## src/rtl/rom_port_arbiter.sv

```systemverilog
// ============================================================================
// Module   : rom_port_arbiter
// Brief    : Shares one toggle-handshake SDRAM port between CPU ROM, sound ROM
//            and the ROM download writer, with a one-word cache per CPU.
// Revision : 1.0 - initial release
// ============================================================================
`default_nettype none

module rom_port_arbiter #(
    parameter logic [22:0] CPU_BASE = 23'h000000,
    parameter logic [22:0] SND_BASE = 23'h007000
) (
    input  logic        clk_sys,
    input  logic        reset,
    input  logic [15:0] cpu_addr,
    input  logic        cpu_rd,
    output logic [7:0]  cpu_dout,
    output logic        cpu_rdy,
    input  logic [13:0] snd_addr,
    input  logic        snd_rd,
    output logic [7:0]  snd_dout,
    output logic        snd_rdy,
    input  logic        dl_wr,
    input  logic [24:0] dl_addr,
    input  logic [7:0]  dl_data,
    output logic        dl_busy,
    output logic        dl_overrun,
    output logic        mem_req,
    input  logic        mem_ack,
    output logic        mem_we,
    output logic [22:0] mem_a,
    output logic [1:0]  mem_ds,
    output logic [15:0] mem_d,
    input  logic [15:0] mem_q
);

    typedef enum logic [1:0] {
        S_IDLE  = 2'd0,
        S_ISSUE = 2'd1,
        S_WAIT  = 2'd2,
        S_DONE  = 2'd3
    } state_t;

    typedef enum logic [1:0] {
        G_CPU = 2'd0,
        G_SND = 2'd1,
        G_DL  = 2'd2
    } grant_t;

    state_t      r_state, w_state_nxt;
    grant_t      r_grant, w_grant_nxt;
    logic        r_rr;
    logic        r_cpu_pend, r_cpu_lsb, r_snd_pend, r_snd_lsb;
    logic [22:0] r_cpu_word, r_snd_word;
    logic        r_cpu_cv, r_snd_cv;
    logic [22:0] r_cpu_tag, r_snd_tag;
    logic [15:0] r_cpu_cdata, r_snd_cdata;
    logic [22:0] r_dl_a;
    logic [1:0]  r_dl_ds;
    logic [15:0] r_dl_d;
    logic        r_dl_seen;
    logic [15:0] r_rd_data;

    logic [22:0] w_cpu_word, w_snd_word;
    logic        w_dl_accept, w_cpu_hit, w_snd_hit, w_ack_match;
    logic        w_unused;

    assign w_cpu_word  = CPU_BASE + {8'd0, cpu_addr[15:1]};
    assign w_snd_word  = SND_BASE + {10'd0, snd_addr[13:1]};
    assign w_dl_accept = dl_wr & ~dl_busy;
    assign w_ack_match = (mem_ack == mem_req);
    assign w_unused    = dl_addr[24];

    // A hit is resolved at capture so the byte appears one cycle after the strobe;
    // a download accepted in the same cycle invalidates the entry, so it loses.
    assign w_cpu_hit = cpu_rd & ~r_cpu_pend & r_cpu_cv & (r_cpu_tag == w_cpu_word) & ~w_dl_accept;
    assign w_snd_hit = snd_rd & ~r_snd_pend & r_snd_cv & (r_snd_tag == w_snd_word) & ~w_dl_accept;

    always_comb begin
        w_state_nxt = r_state;
        w_grant_nxt = r_grant;
        case (r_state)
            S_IDLE: begin
                if (dl_busy || r_cpu_pend || r_snd_pend) begin
                    w_state_nxt = S_ISSUE;
                    if (dl_busy)
                        w_grant_nxt = G_DL;
                    else if (!r_rr)
                        w_grant_nxt = r_cpu_pend ? G_CPU : G_SND;
                    else
                        w_grant_nxt = r_snd_pend ? G_SND : G_CPU;
                end
            end
            S_ISSUE: w_state_nxt = S_WAIT;
            S_WAIT:  if (w_ack_match) w_state_nxt = S_DONE;
            default: w_state_nxt = S_IDLE;
        endcase
    end

    always_ff @(posedge clk_sys) begin
        if (reset) begin
            r_state     <= S_IDLE;
            r_grant     <= G_CPU;
            r_rr        <= 1'b0;
            r_cpu_pend  <= 1'b0;
            r_cpu_lsb   <= 1'b0;
            r_cpu_word  <= '0;
            r_snd_pend  <= 1'b0;
            r_snd_lsb   <= 1'b0;
            r_snd_word  <= '0;
            r_cpu_cv    <= 1'b0;
            r_cpu_tag   <= '0;
            r_cpu_cdata <= '0;
            r_snd_cv    <= 1'b0;
            r_snd_tag   <= '0;
            r_snd_cdata <= '0;
            r_dl_a      <= '0;
            r_dl_ds     <= '0;
            r_dl_d      <= '0;
            r_dl_seen   <= 1'b0;
            r_rd_data   <= '0;
            cpu_dout    <= '0;
            cpu_rdy     <= 1'b0;
            snd_dout    <= '0;
            snd_rdy     <= 1'b0;
            dl_busy     <= 1'b0;
            dl_overrun  <= 1'b0;
            mem_req     <= mem_ack;
            mem_we      <= 1'b0;
            mem_a       <= '0;
            mem_ds      <= '0;
            mem_d       <= '0;
        end else begin
            r_state <= w_state_nxt;
            r_grant <= w_grant_nxt;
            cpu_rdy <= 1'b0;
            snd_rdy <= 1'b0;

            if (cpu_rd && !r_cpu_pend) begin
                if (w_cpu_hit) begin
                    cpu_rdy  <= 1'b1;
                    cpu_dout <= cpu_addr[0] ? r_cpu_cdata[15:8] : r_cpu_cdata[7:0];
                end else begin
                    r_cpu_pend <= 1'b1;
                    r_cpu_word <= w_cpu_word;
                    r_cpu_lsb  <= cpu_addr[0];
                end
            end
            if (snd_rd && !r_snd_pend) begin
                if (w_snd_hit) begin
                    snd_rdy  <= 1'b1;
                    snd_dout <= snd_addr[0] ? r_snd_cdata[15:8] : r_snd_cdata[7:0];
                end else begin
                    r_snd_pend <= 1'b1;
                    r_snd_word <= w_snd_word;
                    r_snd_lsb  <= snd_addr[0];
                end
            end

            // Remembers a download landing mid-read so stale data is never cached.
            if (r_state == S_ISSUE)
                r_dl_seen <= w_dl_accept;
            else if (w_dl_accept)
                r_dl_seen <= 1'b1;

            case (r_state)
                S_ISSUE: begin
                    mem_req <= ~mem_req;
                    case (r_grant)
                        G_DL: begin
                            mem_we <= 1'b1;
                            mem_a  <= r_dl_a;
                            mem_ds <= r_dl_ds;
                            mem_d  <= r_dl_d;
                        end
                        G_CPU: begin
                            mem_we <= 1'b0;
                            mem_a  <= r_cpu_word;
                            mem_ds <= 2'b11;
                        end
                        default: begin
                            mem_we <= 1'b0;
                            mem_a  <= r_snd_word;
                            mem_ds <= 2'b11;
                        end
                    endcase
                end
                S_WAIT: begin
                    if (w_ack_match) begin
                        if (r_grant == G_DL) begin
                            dl_busy <= 1'b0;
                        end else begin
                            r_rd_data <= mem_q;
                            if (!r_dl_seen && !w_dl_accept) begin
                                if (r_grant == G_CPU) begin
                                    r_cpu_cv    <= 1'b1;
                                    r_cpu_tag   <= r_cpu_word;
                                    r_cpu_cdata <= mem_q;
                                end else begin
                                    r_snd_cv    <= 1'b1;
                                    r_snd_tag   <= r_snd_word;
                                    r_snd_cdata <= mem_q;
                                end
                            end
                        end
                    end
                end
                S_DONE: begin
                    if (r_grant == G_CPU) begin
                        cpu_rdy    <= 1'b1;
                        cpu_dout   <= r_cpu_lsb ? r_rd_data[15:8] : r_rd_data[7:0];
                        r_cpu_pend <= 1'b0;
                        r_rr       <= 1'b1;
                    end else if (r_grant == G_SND) begin
                        snd_rdy    <= 1'b1;
                        snd_dout   <= r_snd_lsb ? r_rd_data[15:8] : r_rd_data[7:0];
                        r_snd_pend <= 1'b0;
                        r_rr       <= 1'b0;
                    end
                end
                default: ;
            endcase

            if (w_dl_accept) begin
                dl_busy  <= 1'b1;
                r_dl_a   <= dl_addr[23:1];
                r_dl_ds  <= {dl_addr[0], ~dl_addr[0]};
                r_dl_d   <= {dl_data, dl_data};
                r_cpu_cv <= 1'b0;
                r_snd_cv <= 1'b0;
            end else if (dl_wr) begin
                dl_overrun <= 1'b1;
            end
        end
    end

endmodule

`default_nettype wire

```

## config.mk

```make
export PLATFORM = sky130hd
export DESIGN_NAME = rom_port_arbiter
export DESIGN_NICKNAME = d
export VERILOG_FILES = /design/src/rtl/rom_port_arbiter.sv
export SDC_FILE = /design/constraint.sdc
export NUM_CORES = 1
export LEC_CHECK = 0
export ABC_AREA = 1
export BUFFER_PORTS_ARGS = -buffer_cell sky130_fd_sc_hd__buf_2
export CORE_ASPECT_RATIO = 1.1
export CORE_UTILIZATION = 30
export CTS_CLUSTER_DIAMETER = 200
export CTS_CLUSTER_SIZE = 10
export DETAILED_ROUTE_END_ITERATION = 16
export PLACE_DENSITY = 0.54
export SYNTH_ARGS = -nofsm -noshare
export SYNTH_HDL_FRONTEND = slang
export SYNTH_SLANG_ARGS = --single-unit
```

## constraint.sdc

```tcl
create_clock -name clk_sys -period 2 [get_ports clk_sys]
set_input_delay 0.2 -clock clk_sys [delete_from_list [all_inputs] [get_ports clk_sys]]
set_output_delay 0.2 -clock clk_sys [all_outputs]
set_load 0.01 [all_outputs]
```

==> flow_metrics.tcl, run 1 <==
set metrics [dict create \
    crit_path_end_kind "flop" \
    rows 64 \
    viasPerCell 4.76 \
    ys_seq_area_share_pct 47.6 \
    die_area_um2 29700 \
    core-area_um2 28100 \
    gp_congestion 0.813 \
    arrival_ns 2.20 \
    drv_cap 0 \
    max_slew_margin_pct 44.5 \
    grt_first_pass_wirelength_um 40300 \
    die_w_um 164 \
    status "finished, final reports clean" \
    synthArstFlopShare_pct 0 \
    rr_worst_depth 7 \
    finalHoldViolations 0 \
    drv_slew 0 \
    antenna_left 0 \
    path_delay_family "simple AND/OR/NAND/NOR gates" \
    setup_tns_ns 0 \
    syn_inst 1176 \
    finClkSkew_ns 0.0221 \
    antenna_cells 0 \
    ys_types 36 \
    grt_max_degree 46 \
    drc 0 \
    placed_area_um2 9790 \
    min_path_cells 3 \
    min_period_ns 1.81 \
    reg2reg_to "r_snd_cdata[8]" \
    timing.hold.ws_ns 0.0151 \
    start_util_pct 30.9 \
    peakVddDrop_mv 0.580 \
    path_common_cell "nand2_1" \
    io_buffers 146 \
    timing.fmax_ghz 0.552 \
    cpMaxStageDelayCell "edfxtp_1" \
    max_slew.worst_pin.slew_ns 0.830 \
    ios 148 \
    power_density_nw_per_um2 1030 \
    wl_per_cell_um 14.8 \
    fin_area_um2 11000 \
    regToRegSetupSlack_ns 0.19 \
    min_to "r_cpu_cdata[2]" \
    antenna_found_initial 0 \
    hpwl_um 18200 \
    vias 8200 \
    synth-seq-cells 206 \
    rr_startpoint "mem_req" \
    fin_nets 1447 \
    cts_tree "done" \
    syn_to_final_growth_pct 26.4 \
    syn_nets 1266 \
    hp-start "mem_q[2]" \
    critPathBufInv 1 \
    drive_above_1_share_pct 17.1 \
    hold_class "in -> reg" \
    cts-root-buf "clkbuf_16" \
    wl_um 25500 \
    dr.pass1.iters 5 \
    synth_ff_type "dfxtp_1" \
    cp.required_ns 2.39 \
    grt_overflow 0 \
    syn_avg_cell_area_um2 7.39 \
    p_leak_nw 4.83 \
    grt_pass1_vias 7803 \
    fin_crit_sh_pct 90.6 \
    cp_cell_sequence "xnor2_2 > nand2_1 > nor3_2 > nand2_1 > buf_4 > o21ai_0 > nor2_1" \
    insertion_delay_ns 0.52 \
    setup_viol 0 \
    dr.first_iter.drc_count 399 \
    cts_made_buffers 24 \
    cts_buffer_depth 3 \
    max_stage_delay_ns 0.44 \
    grt.total_usage_pct 17.1 \
    path_class "reg -> reg" \
    ys_warn_count 0 \
    worst-path-max-fanout 18 \
    syn_area_um2 8690 \
    rsz0062_at_grt "no" \
    synth-edff-count 1 \
    worstSetupStartpointType "flop" \
    path_clk_slew_ns 0.06 \
    clock-sinks 206 \
    die_height_um 181 \
    htree_levels 1 \
]
cells in the mapped netlist (11+ instances only):
cell type  number  share of area [%]
a21oi_1        83                4.8
nand3_1        73                4.2
inv_1         109                4.7
nand4_1        11               0.79
nor2_1        170                7.3
clkbuf_1       45                1.9
a22oi_1        12                1.0
o211ai_1       31                2.7
buf_2          12               0.69
o21ai_0       142                8.2
dfxtp_1       205                 47
nand2_1       205                8.9
worst reg2reg max path, stage by stage, from the launching register on:
cell,delay [ns]
edfxtp_1,0.44
xnor2_2,0.22
nand2_1,0.14
nor3_2,0.21
nand2_1,0.16
buf_4,0.22
o21ai_0,0.22
nor2_1,0.07
worst max path at each step:
stage                 start         endpoint  slack (ns)  depth (start not counted)
floorplan           dl_busy   r_cpu_word[10]        0.45                         12
global placement    mem_req   r_cpu_cdata[8]        0.19                          7
detailed placement  dl_busy  r_cpu_cdata[13]        0.14                          8
CTS                 dl_busy       r_dl_a[13]        0.08                          7
global route        mem_req     r_snd_tag[8]        0.03                          7
finish              mem_req   r_snd_cdata[8]        0.19                          7
layer usage:
metal	global-route usage, %	up-vias	part of all wire, %	wire length (µm)
met1	21.3	3776	45	11400
met4	4.56	0	2.5	641
met5	0	-	0	0
met3	3.43	40	5.7	1440
met2	29.4	205	47	12000
li1	-	4179	-	-
timing repair:
item / 4_1_cts / 5_1_grt
buffers inserted: 0 / 0
setup endpoints to repair: 0 / 41
gates resized for setup: 0 / 6
hold endpoints to repair: 53 / 0
hold buffers: 52 / 0
stage by stage:
stage / worst slack [ns] / total power [mW] / std cells / util, %
6_report: 0.189 / 11.3 / 1721 / 39.1
2_1_floorplan: 0.452 / 6.53 / 1176 / -
5_1_grt: 0.0333 / 11.9 / 1721 / 39.1
3_3_place_gp: 0.188 / 7.36 / 1642 / 34.8
3_5_place_dp: 0.139 / 7.40 / 1642 / 34.8
4_1_cts: 0.0790 / 11.4 / 1721 / 39.0
sequential cells by signal, summed over array words and instances, names as in the netlist, 2 cells and up:
name,cells
r_cpu_word,15
r_snd_word,14
r_state,2
snd_dout,8
mem_ds,2
r_dl_d,8
mem_d,8
r_grant,2
r_dl_ds,2
mem_a,23
r_dl_a,23
r_rd_data,16
r_snd_cdata,16
cpu_dout,8
r_cpu_tag,15
r_cpu_cdata,16
r_snd_tag,14
power breakdown:
part           switching [mW]  leakage, nW  internal [mW]
combinational            1.49         2.83          0.941
clock                    1.64        0.318           2.25
sequential              0.337         1.68           4.64
cell families (layout without fill, tap and decap cells):
kind of cell	after synthesis	count (layout)	synth area share, %
xor gates and xnor gates	8	8	0.806
muxes	8	8	0.922
and+or+nand+nor	478	478	23.1
buffers and inverters	193	375	9.29
DFF	206	206	47.6
adders and majority gates	5	5	0.720
AOI/OAI and AO/OA	278	278	17.6
cell type report:
class                   count  area, µm²
clock buffers              25        604
multi-input cells         777       3760
flip-flops and latches    206       4140
fillers                  2955      17100
clock inverters             2       46.3
well taps                 363        454
repair buffers            231       1540
inverters                 117        443
placed cells by master, fill, tap and decap left out, types with 8 or more instances in the layout:
cell           count
a21oi_1           83
a22oi_1           12
buf_2            146
buf_4             29
clkbuf_16         24
dfxtp_1          204
dlygate4sd3_1     52
inv_1            108
mux2i_1            8
nand2_1          204
nand3_1           73
nand4_1           11
nor2_1           170
o211ai_1          31
o21ai_0          142
Note: power is estimated with default switching activity, not from simulation.
==> inputs of run 2 (changes only) <==
--- a/config.mk
+++ b/config.mk
@@ -8,11 +8,11 @@
 export ABC_AREA = 1
 export BUFFER_PORTS_ARGS = -buffer_cell sky130_fd_sc_hd__buf_2
 export CORE_ASPECT_RATIO = 1.1
-export CORE_UTILIZATION = 30
+export CORE_UTILIZATION = 56
 export CTS_CLUSTER_DIAMETER = 200
 export CTS_CLUSTER_SIZE = 10
 export DETAILED_ROUTE_END_ITERATION = 16
-export PLACE_DENSITY = 0.54
+export PLACE_DENSITY = 0.86
 export SYNTH_ARGS = -nofsm -noshare
 export SYNTH_HDL_FRONTEND = slang
 export SYNTH_SLANG_ARGS = --single-unit
==> run 2 against run 1 <==
Worst hold slack worse by 0.012 ns. Utilization rose by 32 points. Clock skew fell by 0.0071 ns. Fmax decreased by 1.6%. Combinational power increased by 2%. Die area is 46% lower. Critical path depth grew 1. Largest cell class unchanged.
==> flow_metrics.tcl, run 2 (same netlist as run 1, synthesis figures left out) <==
set metrics [dict create \
    status "finished, final reports clean" \
    drc 0 \
    max_slew.worst_pin.slew_ns 0.563 \
    grt.total_usage_pct 30.4 \
    path_clk_slew_ns 0.05 \
    rows 47 \
    final_cell_count_no_fill 1546 \
    reg2reg_to "r_snd_cdata[3]" \
    finalHoldViolations 0 \
    path_class "reg -> reg" \
    hpwl_um 15700 \
    power_density_nw_per_um2 1060 \
    min_period_ns 1.84 \
    worst-path-max-fanout 27 \
    core-area_um2 15100 \
    syn_to_final_growth_pct 23.0 \
    worstSetupStartpointType "flop" \
    max_slew_margin_pct 62.4 \
    dr.first_iter.drc_count 835 \
    insertion_delay_ns 0.50 \
    min_to "r_rd_data[10]" \
    arrival_ns 2.24 \
    io_buffers 146 \
    start_util_pct 57.5 \
    cts_made_buffers 24 \
    final_cell_mix "nand2_1 (205), dfxtp_1 (205), nor2_1 (170), buf_2 (146), o21ai_0 (142)" \
    htree_levels 1 \
    die_area_um2 16000 \
    multi_input_area_um2 3760 \
    antenna_cells 0 \
    p_leak_nw 4.79 \
    min_path_cells 3 \
    grt_pass1_vias 8112 \
    grt_overflow 0 \
    hp-start "mem_q[10]" \
    largestRegisters "mem_a (23), r_dl_a (23)" \
    gp_congestion 0.872 \
    antenna_found_initial 0 \
    grt_first_pass_wirelength_um 39100 \
    die_height_um 133 \
    wl_per_cell_um 16.0 \
    cp.required_ns 2.40 \
    dr.pass1.iters 6 \
    crit_path_end_kind "flop" \
    cts-root-buf "clkbuf_16" \
    rr_startpoint "r_state[0]" \
    seqCellArea_um2 4130 \
    regToRegSetupSlack_ns 0.16 \
    clock-sinks 206 \
    setup_tns_ns 0 \
    grt_max_degree 51 \
    vias 8618 \
    wl_um 24700 \
    fin_crit_sh_pct 92.0 \
    dp_cells 1474 \
    nFillCells 1123 \
    rsz0062_at_grt "no" \
    die_w_um 121 \
    rr_worst_depth 8 \
    fin_nets 1439 \
    viasPerCell 5.57 \
    ios 148 \
    cts_buffer_depth 3 \
    finClkSkew_ns 0.0151 \
    cts_tree "done" \
    setup_viol 0 \
    drive_above_1_share_pct 17.0 \
    timing.fmax_ghz 0.543 \
    hold_class "in -> reg" \
    drv_slew 0 \
    antenna_left 0 \
    peakVddDrop_mv 0.804 \
    timing.hold.ws_ns 0.00352 \
    drv_cap 0 \
]
run 2: repair_timing:
action / CTS / global route
gates resized for setup: 0 / 4
setup buffers: 0 / 0
endpoints found under the setup margin: 0 / 50
hold endpoints to repair: 48 / 0
hold buffers: 45 / 0
run 2: power by group:
group	internal, mW	leakage (nW)	total [mW]	switching (mW)
Sequential	4.64	1.68	4.97	0.332
Combinational	0.955	2.78	2.48	1.52
Clock	2.32	0.323	3.87	1.55
run 2: cell type report:
| cell class | count | area share [%] |
|---|---|---|
| flip-flops and latches | 206 | 38.7 |
| repair buffers | 223 | 13.5 |
| inverters | 117 | 4.14 |
| well taps | 196 | 2.29 |
| multi-input cells | 777 | 35.2 |
| clock buffers | 26 | 5.89 |
| clock inverters | 1 | 0.281 |
run 2: routing by layer:
| layer | GRT usage [%] | vias up | share of wire, % |
|---|---|---|---|
| li1 | - | 4164 | - |
| met1 | 35.2 | 3958 | 39 |
| met2 | 53.2 | 417 | 49 |
| met3 | 5.43 | 79 | 7.1 |
| met4 | 15.6 | 0 | 4.6 |
| met5 | 0 | - | 0 |
run 2: worst max-delay path by stage:
| stage | from | endpoint | slack [ns] |
|---|---|---|---|
| after global placement | mem_req | r_snd_tag[7] | 0.21 |
| after global routing | r_state[0] | r_snd_tag[8] | 0.01 |
| after CTS | mem_req | r_snd_cdata[3] | 0.12 |
| final | r_state[0] | r_snd_cdata[3] | 0.16 |
| after floorplan | dl_busy | r_cpu_word[10] | 0.45 |
| after detailed placement | mem_req | r_snd_cdata[3] | 0.15 |
run 2: critical path: stages, from the launching register on:
cell and delay [ns]:
dfxtp_1 0.42, inv_1 0.11, ha_1 0.22, nand2_1 0.17, nor3_4 0.06, nand2_1 0.12, clkinv_2 0.34, nor2_1 0.23
nor2_1 0.07
run 2: stage by stage:
stage	power [mW]	utilization, %	setup WS, ns	cell area (µm²)
2_1_floorplan	6.53	-	0.452	8690
3_3_place_gp	7.28	63.3	0.211	9560
3_5_place_dp	7.35	63.3	0.149	9560
4_1_cts	11.3	70.6	0.119	10700
5_1_grt	11.8	70.7	0.0145	10700
6_report	11.3	70.7	0.160	10700
==> inputs of run 3 (changes only) <==
--- a/config.mk
+++ b/config.mk
@@ -6,8 +6,8 @@
 export NUM_CORES = 1
 export LEC_CHECK = 0
 export ABC_AREA = 1
+export ABC_CLOCK_PERIOD_IN_PS = 2000
 export BUFFER_PORTS_ARGS = -buffer_cell sky130_fd_sc_hd__buf_2
-export CORE_ASPECT_RATIO = 1.1
 export CORE_UTILIZATION = 56
 export CTS_CLUSTER_DIAMETER = 200
 export CTS_CLUSTER_SIZE = 10
==> constraint.sdc (replaced) <==
create_clock -name clk_sys -period 2 [get_ports clk_sys]
set_input_delay 0.1 -clock clk_sys [delete_from_list [all_inputs] [get_ports clk_sys]]
set_output_delay 0.1 -clock clk_sys [all_outputs]
set_load 0.01 [all_outputs]
==> run 3 against run 2 <==
Clock-buffer cell count fell by 1. Clock skew shrank 0.0018 ns. Sequential power increased by 0.8%. Register-to-register slack got worse by 0.02 ns. Largest power group unchanged.
==> flow_metrics.tcl, run 3 (same netlist as run 1, synthesis figures left out) <==
set metrics [dict create \
    cts-root-buf "clkbuf_16" \
    rr_startpoint "mem_req" \
    fin_nets 1479 \
    cp-startpoint "mem_req" \
    io_buffers 146 \
    drive_above_1_share_pct 16.3 \
    path_class "reg -> reg" \
    viasPerCell 5.65 \
    wl_um 26300 \
    insertion_delay_ns 0.52 \
    finClkSkew_ns 0.0132 \
    path_clk_slew_ns 0.06 \
    core-area_um2 15100 \
    ios 148 \
    wl_met3_um 1900 \
    grt_pass1_vias 8631 \
    grt.total_usage_pct 32.5 \
    htree_levels 1 \
    grt_first_pass_wirelength_um 41600 \
    status "finished, final reports clean" \
    cts_made_buffers 24 \
    grt_max_degree 91 \
    drv_slew 0 \
    dr_wl_met2_um 12900 \
    p_leak_nw 4.96 \
    max_slew_margin_pct 42.5 \
    crit_path_end_kind "flop" \
    clock-sinks 206 \
    die_height_um 127 \
    hold_class "in -> reg" \
    worst-path-max-fanout 27 \
    fin_area_um2 11100 \
    start_util_pct 57.4 \
    power_density_nw_per_um2 1030 \
    drc 0 \
    grt_overflow 0 \
    rsz0062_at_grt "no" \
    min_period_ns 1.86 \
    dp_cells 1464 \
    max_slew.worst_pin.slew_ns 0.860 \
    final_cell_count_no_fill 1579 \
    cts_tree "done" \
    final_cell_mix "nand2_1 (205), dfxtp_1 (205), nor2_1 (170), buf_2 (146), o21ai_0 (142)" \
    syn_to_final_growth_pct 27.2 \
    arrival_ns 2.31 \
    multi_input_area_um2 3750 \
    vias 8926 \
    setup_tns_ns 0 \
    die_area_um2 16000 \
    wl_per_cell_um 16.7 \
    placed_area_um2 9530 \
    peakVddDrop_mv 0.717 \
    drv_cap 0 \
    finalHoldViolations 0 \
    setup_viol 0 \
    dr.first_iter.drc_count 938 \
    worstSetupStartpointType "flop" \
    cp.required_ns 2.45 \
    hp-start "cpu_rd" \
    cts_buffer_depth 3 \
    gp_congestion 0.837 \
    die_w_um 127 \
    dr.pass1.iters 5 \
    largestRegisters "mem_a (23), r_dl_a (23)" \
    seqCellArea_um2 4130 \
    nFillCells 1064 \
    met1_length_um 10100 \
    antenna_left 0 \
    hpwl_um 15700 \
    rows 45 \
    timing.fmax_ghz 0.539 \
    fin_crit_sh_pct 92.8 \
    highest_layer "met4" \
    antenna_found_initial 0 \
]
[run 3: cell types whose count changed in the layout (fill, tap and decap cells not counted)]
cell and change:
buf_12 -1, buf_4 -2, buf_6 +1, clkbuf_16 -1, clkinv_2 -2, clkinv_8 +1, diode_2 +1, dlygate4sd3_1 +42
inv_2 +2, nor3_2 +1, nor3_4 -1, xnor2_1 +1, xnor2_2 -1
[run 3: path summary, 6_finish.rpt]
| kind | to | cells past startpoint | slack, ns |
|---|---|---|---|
| worst max-delay path | r_snd_tag[14] | 7 | 0.14 |
| worst min-delay path | r_cpu_pend | 6 | 0.13 |
| worst max register to register | r_snd_tag[14] | 7 | 0.14 |
| worst min register to register | mem_a[17] | 2 | 0.46 |
[run 3: routing by layer]
layer / up-vias / global-route usage [%]
met3: 99 / 5.15
met1: 4115 / 38.1
met2: 459 / 57.1
li1: 4253 / -
met5: - / 0
met4: 0 / 17.4
[run 3: critical path, cell delays in order (launching register included)]
cell      delay (ns)
edfxtp_1        0.41
xnor2_1         0.22
nand2_1         0.13
nor3_2          0.22
nand2_1         0.15
inv_2           0.40
nor2_1          0.13
nor2_1          0.12
[run 3: per-stage QoR]
step                      utilization [%]  power, mW  hold slack (ns)  setup slack [ns]
after floorplan                         -       6.53            0.239             0.452
after detailed placement             62.9       7.35            0.334             0.271
after CTS                            72.9       11.3            0.142             0.186
after global placement               62.9       7.27            0.324             0.325
after global routing                 73.0       11.9            0.169            0.0200
final                                73.0       11.4            0.131             0.144
[run 3: what timing repair did]
action / 4_1_cts / 5_1_grt
setup buffers: 0 / 0
hold endpoints to repair: 113 / 0
hold buffers: 87 / 0
resized for setup: 0 / 1
setup endpoints to repair: 0 / 1
[run 3: cell type report]
class,instances,share of cell area (%)
Antenna cell,1,0.0226
Clock buffer,25,5.47
Clock inverter,2,0.419
Inverter,117,3.98
Multi-Input combinational cell,777,33.9
Sequential cell,206,37.4
Tap cell,188,2.13
Timing Repair Buffer,263,16.7
[run 3: where the power goes]
| part | internal, mW | switching [mW] | leakage (nW) |
|---|---|---|---|
| sequential | 4.64 | 0.370 | 1.68 |
| clock | 2.25 | 1.61 | 0.318 |
| combinational | 0.992 | 1.55 | 2.96 |
| total | 7.88 | 3.53 | 4.96 |
